## src/rtl/local_osc_dds_if.sv

```systemverilog
// local_osc_dds_if -- stream bundle for the local-oscillator DDS.
//   s_axis_phase_tdata  : phase increment (low PHASE_W bits used)
//   s_axis_phase_tvalid : increment valid / advance enable (no tready)
//   m_axis_data_tvalid  : output sample valid
//   m_axis_data_tdata   : {sine[15:0], cosine[15:0]}, signed
// master drives the phase stream and consumes samples; slave is the DDS.
interface local_osc_dds_if;
  logic [31:0] s_axis_phase_tdata;
  logic        s_axis_phase_tvalid;
  logic        m_axis_data_tvalid;
  logic [31:0] m_axis_data_tdata;

  modport master (
    output s_axis_phase_tdata, s_axis_phase_tvalid,
    input  m_axis_data_tvalid, m_axis_data_tdata
  );

  modport slave (
    input  s_axis_phase_tdata, s_axis_phase_tvalid,
    output m_axis_data_tvalid, m_axis_data_tdata
  );
endinterface

```

## src/rtl/local_osc_dds.sv

```systemverilog
// local_osc_dds -- phase-accumulator DDS with a pipelined CORDIC sin/cos core.
//   aclk  : clock, rising edge
//   reset : asynchronous, active-high; clears all state
//   axis  : local_osc_dds_if.slave (phase increment in, sin/cos samples out)
// Output frequency = increment * f_aclk / 2^PHASE_W. A sample issued in cycle k
// appears in cycle k+LATENCY (LATENCY must be at least 18, the core depth).
module local_osc_dds #(
  parameter int unsigned PHASE_W = 27,
  parameter int unsigned LATENCY = 18
) (
  input  logic           aclk,
  input  logic           reset,
  local_osc_dds_if.slave axis
);
  localparam int unsigned ITER     = 16;
  localparam int unsigned CORE_LAT = ITER + 2;
  localparam int unsigned PAD      = (LATENCY > CORE_LAT) ? LATENCY - CORE_LAT : 0;
  localparam int unsigned GB       = 3;   // guard bits below the output LSB
  localparam int unsigned DW       = 22;
  localparam int unsigned ZW       = 21;  // angle units: 2^20 per full turn

  localparam logic signed [DW-1:0] X_START = 22'sd159184; // 19898 << GB
  localparam logic signed [DW-1:0] RND     = 22'sd4;      // 0.5 LSB at GB=3
  localparam logic signed [DW-1:0] PMAX    = 22'sd32767;
  localparam logic signed [DW-1:0] NMAX    = -22'sd32767;

  // round(atan(2^-i) * 2^20 / (2*pi))
  localparam logic signed [ZW-1:0] ATAN [ITER] = '{
    21'sd131072, 21'sd77376, 21'sd40884, 21'sd20753,
    21'sd10417,  21'sd5213,  21'sd2607,  21'sd1304,
    21'sd652,    21'sd326,   21'sd163,   21'sd81,
    21'sd41,     21'sd20,    21'sd10,    21'sd5
  };

  function automatic logic [15:0] sat16(input logic signed [DW-1:0] v);
    if (v > PMAX) return PMAX[15:0];
    if (v < NMAX) return NMAX[15:0];
    return v[15:0];
  endfunction

  logic                 issue;
  logic [PHASE_W-1:0]   inc;
  logic [PHASE_W-1:0]   acc;
  logic [1:0]           q0;
  logic signed [ZW-1:0] z0;
  logic [LATENCY-1:0]   vsr;

  assign issue = axis.s_axis_phase_tvalid;
  assign inc   = axis.s_axis_phase_tdata[PHASE_W-1:0];

  always_ff @(posedge aclk or posedge reset) begin
    if (reset) begin
      acc <= '0;
      q0  <= '0;
      z0  <= '0;
    end else if (issue) begin
      acc <= acc + inc;
      q0  <= acc[PHASE_W-1 -: 2];
      z0  <= {3'b000, acc[PHASE_W-3 -: 18]};
    end
  end

  always_ff @(posedge aclk or posedge reset) begin
    if (reset) vsr <= '0;
    else       vsr <= {vsr[LATENCY-2:0], issue};
  end

  // Residual angle lies in [0, pi/2), inside CORDIC convergence range, so no
  // pre-rotation is needed; the quadrant rides along and is applied at the end.
  for (genvar i = 0; i < ITER; i++) begin : g_rot
    logic signed [DW-1:0] x_in, y_in, x_q, y_q;
    logic signed [ZW-1:0] z_in, z_q;
    logic [1:0]           q_in, q_q;

    if (i == 0) begin : g_first
      assign x_in = X_START;
      assign y_in = '0;
      assign z_in = z0;
      assign q_in = q0;
    end else begin : g_next
      assign x_in = g_rot[i-1].x_q;
      assign y_in = g_rot[i-1].y_q;
      assign z_in = g_rot[i-1].z_q;
      assign q_in = g_rot[i-1].q_q;
    end

    always_ff @(posedge aclk or posedge reset) begin
      if (reset) begin
        x_q <= '0;
        y_q <= '0;
        z_q <= '0;
        q_q <= '0;
      end else begin
        q_q <= q_in;
        if (z_in[ZW-1]) begin
          x_q <= x_in + (y_in >>> i);
          y_q <= y_in - (x_in >>> i);
          z_q <= z_in + ATAN[i];
        end else begin
          x_q <= x_in - (y_in >>> i);
          y_q <= y_in + (x_in >>> i);
          z_q <= z_in - ATAN[i];
        end
      end
    end
  end

  logic signed [DW-1:0] xr, yr, c_w, s_w;
  logic [1:0]           qf;
  logic [31:0]          folded, tail, tdata_q;

  assign xr = (g_rot[ITER-1].x_q + RND) >>> GB;
  assign yr = (g_rot[ITER-1].y_q + RND) >>> GB;
  assign qf = g_rot[ITER-1].q_q;

  always_comb begin
    c_w = xr;
    s_w = yr;
    unique case (qf)
      2'd0: begin c_w = xr;  s_w = yr;  end
      2'd1: begin c_w = -yr; s_w = xr;  end
      2'd2: begin c_w = -xr; s_w = -yr; end
      default: begin c_w = yr; s_w = -xr; end
    endcase
  end

  // Saturating after the sign fold keeps -32768 out of both outputs.
  assign folded = {sat16(s_w), sat16(c_w)};

  if (PAD == 0) begin : g_nopad
    assign tail = folded;
  end else begin : g_pad
    logic [31:0] dly [PAD];
    always_ff @(posedge aclk or posedge reset) begin
      if (reset) begin
        for (int unsigned j = 0; j < PAD; j++) dly[j] <= '0;
      end else begin
        dly[0] <= folded;
        for (int unsigned j = 1; j < PAD; j++) dly[j] <= dly[j-1];
      end
    end
    assign tail = dly[PAD-1];
  end

  always_ff @(posedge aclk or posedge reset) begin
    if (reset)                tdata_q <= '0;
    else if (vsr[LATENCY-2])  tdata_q <= tail;
  end

  assign axis.m_axis_data_tdata  = tdata_q;
  assign axis.m_axis_data_tvalid = vsr[LATENCY-1];

  logic unused_bits;
  assign unused_bits = ^{axis.s_axis_phase_tdata, g_rot[ITER-1].z_q};
endmodule

```

## src/flat_wrapper.sv

```systemverilog
// flat-port wrapper written by rule: the top's interface ports become plain ports
module local_osc_dds_flat 
#(
  parameter int unsigned PHASE_W = 27,
  parameter int unsigned LATENCY = 18
)
  (aclk, reset, axis_s_axis_phase_tdata, axis_s_axis_phase_tvalid, axis_m_axis_data_tvalid, axis_m_axis_data_tdata);
  local_osc_dds_if axis_i ();
  input  logic aclk;
  input  logic reset;
  input wire logic [$bits(axis_i.s_axis_phase_tdata)-1:0] axis_s_axis_phase_tdata;
  input wire logic [$bits(axis_i.s_axis_phase_tvalid)-1:0] axis_s_axis_phase_tvalid;
  output wire logic [$bits(axis_i.m_axis_data_tvalid)-1:0] axis_m_axis_data_tvalid;
  output wire logic [$bits(axis_i.m_axis_data_tdata)-1:0] axis_m_axis_data_tdata;
  assign axis_i.s_axis_phase_tdata = axis_s_axis_phase_tdata;
  assign axis_i.s_axis_phase_tvalid = axis_s_axis_phase_tvalid;
  assign axis_m_axis_data_tvalid = axis_i.m_axis_data_tvalid;
  assign axis_m_axis_data_tdata = axis_i.m_axis_data_tdata;
  local_osc_dds #(.PHASE_W(PHASE_W), .LATENCY(LATENCY)) u_core (.aclk(aclk), .reset(reset), .axis(axis_i));
endmodule
```

## config.mk

```make
export PLATFORM = sky130hd
export DESIGN_NAME = local_osc_dds_flat
export DESIGN_NICKNAME = d
export VERILOG_FILES = /design/src/rtl/local_osc_dds_if.sv /design/src/rtl/local_osc_dds.sv /design/src/flat_wrapper.sv
export SDC_FILE = /design/constraint.sdc
export NUM_CORES = 2
export LEC_CHECK = 0
export ABC_AREA = 1
export CORE_MARGIN = 2
export CORE_UTILIZATION = 35
export CTS_BUF_LIST = sky130_fd_sc_hd__clkbuf_8 sky130_fd_sc_hd__clkbuf_16
export CTS_CLUSTER_DIAMETER = 200
export DETAILED_ROUTE_END_ITERATION = 12
export SLEW_MARGIN = 25
export SYNTH_ARGS = -nofsm -noshare
export SYNTH_HDL_FRONTEND = slang
export SYNTH_SLANG_ARGS = --single-unit
```

## constraint.sdc

```tcl
create_clock -name aclk -period 125.5 [get_ports aclk]
set_input_delay 37.65 -clock aclk [delete_from_list [all_inputs] [get_ports aclk]]
set_output_delay 37.65 -clock aclk [all_outputs]
set_load 0.05 [all_outputs]
```

* Yosys cells after proc, flatten, opt, wreduce, memory -nomap -nowiden
Index checks and enable logic that the tools add are counted.
Storage, ports and cells: register bits 1105, input bits 35, output and inout bits 33, word-level logic and storage cells 226
Cells by class: $add $sub $neg 92, order comparisons 4, eq/ne operators 2, muxes and demuxes 60, reduce and logical (&&, ||, !) cells 1
Operators by type and width (number):
- 2-to-1 mux 22 bit | 30
- 2-to-1 mux 21 bit | 14
- case mux 22 bit (3 select lines) | 2
- 2-to-1 mux 16 bit | 8
- adder 22 x 10 -> 22 bit | 2
- adder 22 x 11 -> 22 bit | 2
- adder 22 x 12 -> 22 bit | 2
- adder 22 x 13 -> 22 bit | 2
- adder 22 x 14 -> 22 bit | 2
- adder 22 x 15 -> 22 bit | 2
- adder 22 x 16 -> 22 bit | 2
- adder 22 x 17 -> 22 bit | 2
- adder 22 x 18 -> 22 bit | 2
- adder 22 x 19 -> 22 bit | 2
- adder 22 x 20 -> 22 bit | 2
- adder 22 x 4 -> 22 bit (second input constant) | 2
- adder 22 x 7 -> 22 bit | 2
- adder 22 x 8 -> 22 bit | 2
- adder 22 x 9 -> 22 bit | 2
- > comparator 22 x 16 -> 1 bit (second input constant) | 2
- < comparator 22 x 16 -> 1 bit (second input constant) | 2
- negation 19 -> 22 bit | 2
- subtractor 22 x 10 -> 22 bit | 2
- subtractor 22 x 11 -> 22 bit | 2
- other kinds (48) | 65

* Logic depth before layout (Yosys ltp)
word-level depth 8, gate-level depth with buffers 25, mapped depth without buffers 25

* Least setup slack after synthesis
No wires, ideal clock.
kind input to register, start point input port axis_s_axis_phase_tdata[0], end point register u_core.acc[24], library setup time 0.117 ns, arrival 39.814 ns, required time 125.383 ns, path slack 85.569 ns, stages 18, buffers on the path 0, cells stage by stage ha_1 -> inv_1 -> fa_1 -> inv_1 -> nand2_1 -> nand2_1 -> a21oi_1 -> o21bai_1 -> nand2_1 -> nand2_1 -> a21oi_1 -> o21ai_0 -> a21boi_0 -> o21bai_1 -> a21oi_1 -> xor2_1 -> nand2_1 -> nand2_1
Between the ends: cells in the longest elaborated chain, start to end 1
RTL lines:
- start, declared | RTL line flat_wrapper.sv:11 | input wire logic [$bits(axis_i.s_axis_phase_tdata)-1:0] axis_s_axis_phase_tdata;
- adder 27 bit | RTL line local_osc_dds.sv:57 | acc <= acc + inc;
- end signal, assigned | RTL line local_osc_dds.sv:57
- end, declared | RTL line local_osc_dds.sv:43 | logic [PHASE_W-1:0] acc;
No other way between the ends. A chain may end at the register's enable or synchronous reset.

==> run_results.csv <==
group,metric,value,unit
outcome,status,"finished clean",
route,drt_pass1_iterations,6,
timing,tightestPinTransition,1.047,ns
clock_network,clockRootBuffer,"sky130_fd_sc_hd__clkbuf_16",
grt,global_route_wire_length_before_repair,288800,um
critical_path,crit_family,"buffers and inverters",
cells_and_area,nFillCells,20684,
critical_path,r2r_slack,120.69,ns
cells_and_area,post_route_cells_drive_above_1_share,3.832,%
yosys,prevailing_post_synth_register_cell,"sky130_fd_sc_hd__dfrtp_1",
critical_path,criticalPathCategory,"input port to async pin",
worst_hold_path,classification_of_the_worst_slack_hold_path,"flip-flop to flip-flop",
die,core_area,207100,um2
timing,setup_violations,0,
yosys,synthDominantAreaCellType,"sky130_fd_sc_hd__dfrtp_1",
route,initialDrtViolationCount,3229,
timing,fin_worst_skew,0.09790,ns
yosys,syn-instance-count,8686,
timing,setup-tns-final,0,ns
clock_network,clkLatencyLatePin,0.81,ns
critical_path,critical-path-top-cell-by-count,"sky130_fd_sc_hd__buf_4",
route,detailroute.via_count,57919,
placement,dp.final_hpwl,139700,um
cells_and_area,final_standard_cell_count_with_taps_included_and_fillers_excluded,11716,
yosys,synth_enable_flop_cells,0,
clock_network,cts_tree,"done",
die,core.rowCount,167,
critical_path,regToRegEndpoint,"u_core.g_rot[14].x_q[21]$_DFF_PP0_",
clock_network,clock_sink_count,1033,
placement,place.detailed.instances,11492,
yosys,top_cell_type_s_share_of_synthesized_area,35.48,%
route,remaining_drc_errors,0,
clock_network,clockBufferDepth,3,
timing,final-hold-violation-count,0,
critical_path,cp-start-kind,"input port",
cells_and_area,syn2layout_area_growth,11.54,%
yosys,cell_types_with_the_largest_area_share_after_synthesis,"sky130_fd_sc_hd__dfrtp_1 (35%), sky130_fd_sc_hd__ha_1 (15%), sky130_fd_sc_hd__xor2_1 (9.1%)",
die,initial_cell_density_of_the_core,35.18,%
die,dieWidth,460.2,um
timing,minimum_period_implied_by_the_final_worst_setup_slack,40.36,ns
clock_network,cts_resized,0,
critical_path,reg2reg_from,"u_core.g_rot[13].z_q[20]$_DFF_PP0_",
clock_network,clkTransAtPathRegs,0.06,ns
grt,grt_antenna_before_repair,0,
cells_and_area,final_util,39.24,%
placement,finalWeightedCongestion,0.9190,
critical_path,critical_path_arrival,41.11,ns
timing,fmaxAchievable,24.78,MHz
critical_path,cpPeakStageDelay,0.83,ns
worst_hold_path,hold_end,"u_core.vsr[11]$_DFF_PP0_",
critical_path,timing.critical_path.cells,"clkdlybuf4s50_1, inv_8, buf_12, buf_4, buf_4",
grt,grt_pass1_vias,57655,
critical_path,cp.buffers_inverters,5,
cells_and_area,num-nets-final,9784,
worst_hold_path,min_delay_path_depth,0,
route,detail_route.wirelength,174800,um
clock_network,post_cts_hold_buffer_count,0,
die,design.portCount,68,
die,dieHeight,460.2,um
route,post_drt_wl_per_cell,14.92,um
grt,grt_overflow,0,
yosys,synth_cell_types,58,
route,ant_nets,0,
timing,finalCritPeriodShare,32.16,%
worst_hold_path,hp-start,"u_core.vsr[10]$_DFF_PP0_",
job,count_of_maximum_capacitance_violations,0,
critical_path,endpoint_kind,"async pin",
timing,maxSlewHeadroom,29.79,%
yosys,ys_warn_count,0,
placement,io_buffers,62,
grt,grt_start_max_net_pins,174,
critical_path,path_max_fanout,145,
clock_network,post_cts_buffers,0,
yosys,mappedNetlistNets,9645,
route,detail_route.vias_per_cell,4.944,
critical_path,worstRegToRegCells,15,
clock_network,cts_inserted_buffers,117,
yosys,yosys_register_bits,1033,
yosys,post_synth_instance_area,72850,um2
grt,global_route.usage.total,16.49,%
die,die_area,211800,um2
clock_network,h-tree-depth,3,
timing,setup_repair_after_global_routing_missed_its_margin,"no",
critical_path,critPathSlowestCell,"sky130_fd_sc_hd__buf_4",
yosys,post_synthesis_sequential_area_ratio,35.48,%
timing,timing_max_transition_violations_final,0,
yosys,postSynth.asyncResetShare,100.0,%
critical_path,cp.required,126.26,ns
yosys,postSynthAreaPerCell,8.387,um2
==> layout make-up <==
class / count / area [um2] / area share [%]
Clock buffer: 143 / 3286 / 4.043
Antenna cell: 3 / 7.507 / 0.009239
Sequential cell: 1033 / 25850 / 31.81
Multi-Input combinational cell: 6672 / 43280 / 53.26
Timing Repair Buffer: 104 / 1008 / 1.241
Clock inverter: 76 / 964.7 / 1.187
Inverter: 897 / 3377 / 4.156
Tap cell: 2788 / 3488 / 4.293
==> flip-flops by register name, summed over array words and instances, names as in the netlist <==
register	cells
u_core.acc	27
u_core.g_rot.z_q	269
u_core.vsr	18
u_core.g_rot.x_q	287
u_core.g_rot.q_in	4
u_core.g_rot.y_in	22
u_core.g_rot.z_in	39
u_core.axis.m_axis_data_tdata	32
u_core.g_rot.q_q	30
u_core.g_rot.x_in	22
u_core.g_rot.y_q	283
==> synthesized netlist by cell type, drive strengths merged (2+ instances only) <==
| cell | count |
|---|---|
| a41oi | 3 |
| inv | 884 |
| ha | 885 |
| o2111ai | 3 |
| o21a | 7 |
| o22ai | 2 |
| o31ai | 33 |
| xor2 | 759 |
| nor3b | 2 |
| o41ai | 4 |
| nand2 | 1672 |
| or2 | 16 |
| xnor2 | 336 |
| a21boi | 67 |
| buf | 16 |
| a21o | 54 |
| dfrtp | 1033 |
| clkinv | 13 |
| a21oi | 957 |
| o21ai | 524 |
| nand4 | 87 |
| o211ai | 31 |
| and2 | 9 |
| nor3 | 106 |
| a221oi | 7 |
| a211oi | 10 |
| nand3 | 309 |
| fa | 39 |
| a31oi | 70 |
| nor2 | 563 |
| clkbuf | 68 |
| o21bai | 67 |
| o221ai | 17 |
| nand3b | 10 |
| nor4 | 17 |
==> metal layers <==
| metal | track usage (%) | vias to the layer above | wire length [um] |
|---|---|---|---|
| li1 | - | 29376 | - |
| met1 | 19.83 | 27168 | 75600 |
| met2 | 30.24 | 1077 | 87710 |
| met3 | 1.860 | 298 | 5682 |
| met4 | 5.607 | 0 | 5789 |
| met5 | 0 | - | 0 |
==> worst reg2reg max path, stage by stage, from the launching register on <==
cell and delay, ns:
sky130_fd_sc_hd__dfrtp_1 0.82, sky130_fd_sc_hd__clkinv_1 0.69, sky130_fd_sc_hd__buf_4 0.41, sky130_fd_sc_hd__o21ai_0 0.35, sky130_fd_sc_hd__ha_1 0.30, sky130_fd_sc_hd__nand3_1 0.08, sky130_fd_sc_hd__nand2_1 0.09, sky130_fd_sc_hd__a21oi_1 0.20
sky130_fd_sc_hd__o21ai_0 0.17, sky130_fd_sc_hd__a21boi_0 0.35, sky130_fd_sc_hd__o21ai_0 0.22, sky130_fd_sc_hd__a21oi_1 0.28, sky130_fd_sc_hd__o21bai_1 0.14, sky130_fd_sc_hd__a21boi_0 0.28, sky130_fd_sc_hd__o21ai_0 0.17, sky130_fd_sc_hd__xnor2_1 0.22
==> logic make-up (layout without fill, tap and decap cells) <==
group | after synthesis | in the layout | synth area share (%)
xor gates and xnor gates | 1095 | 1095 | 13.16
other | 1 | 4 | 0.005147
and+or+nand+nor | 2794 | 2794 | 15.89
DFF | 1033 | 1033 | 35.48
buffers and inverters | 981 | 1220 | 5.115
AOI/OAI and AO/OA | 1858 | 1858 | 14.07
adders and majority gates | 924 | 924 | 16.27
==> worst max-delay path by stage <==
stage,start,end,slack [ns],cells past startpoint
6_report,reset,u_core.g_rot[10].x_q[18]$_DFF_PP0_,85.14,5
3_5_place_dp,reset,u_core.g_rot[12].x_q[19]$_DFF_PP0_,83.97,5
2_1_floorplan,reset,u_core.acc[0]$_DFFE_PP0P_,58.78,1
4_1_cts,reset,u_core.g_rot[12].x_q[17]$_DFF_PP0_,84.78,5
3_3_place_gp,reset,u_core.g_rot[12].x_q[19]$_DFF_PP0_,84.03,5
5_1_grt,reset,u_core.g_rot[10].x_q[18]$_DFF_PP0_,84.55,5
==> stage by stage <==
stage	hold slack, ns	cell area, um2	worst slack (ns)
after floorplan	0.3312	72850	58.78
after global placement	0.3313	76940	84.03
after detailed placement	0.3347	76940	83.97
after CTS	0.3448	81190	84.78
after global routing	0.3503	81250	84.55
final	0.3403	81260	85.14
==> cells in the final DEF (no fill, tap or decap), types with 86 or more instances in the layout <==
cell	instances
sky130_fd_sc_hd__nand2_1	1647
sky130_fd_sc_hd__o21ai_0	519
sky130_fd_sc_hd__xor2_1	759
sky130_fd_sc_hd__a21oi_1	945
sky130_fd_sc_hd__ha_1	885
sky130_fd_sc_hd__nand4_1	86
sky130_fd_sc_hd__nand3_1	306
sky130_fd_sc_hd__xnor2_1	336
sky130_fd_sc_hd__clkbuf_16	117
sky130_fd_sc_hd__dfrtp_1	1033
sky130_fd_sc_hd__nor2_1	541
sky130_fd_sc_hd__nor3_1	106
sky130_fd_sc_hd__inv_1	885
Power is not shown: default switching activity piles up to over one toggle a cycle in this logic, so the estimate is an artifact.
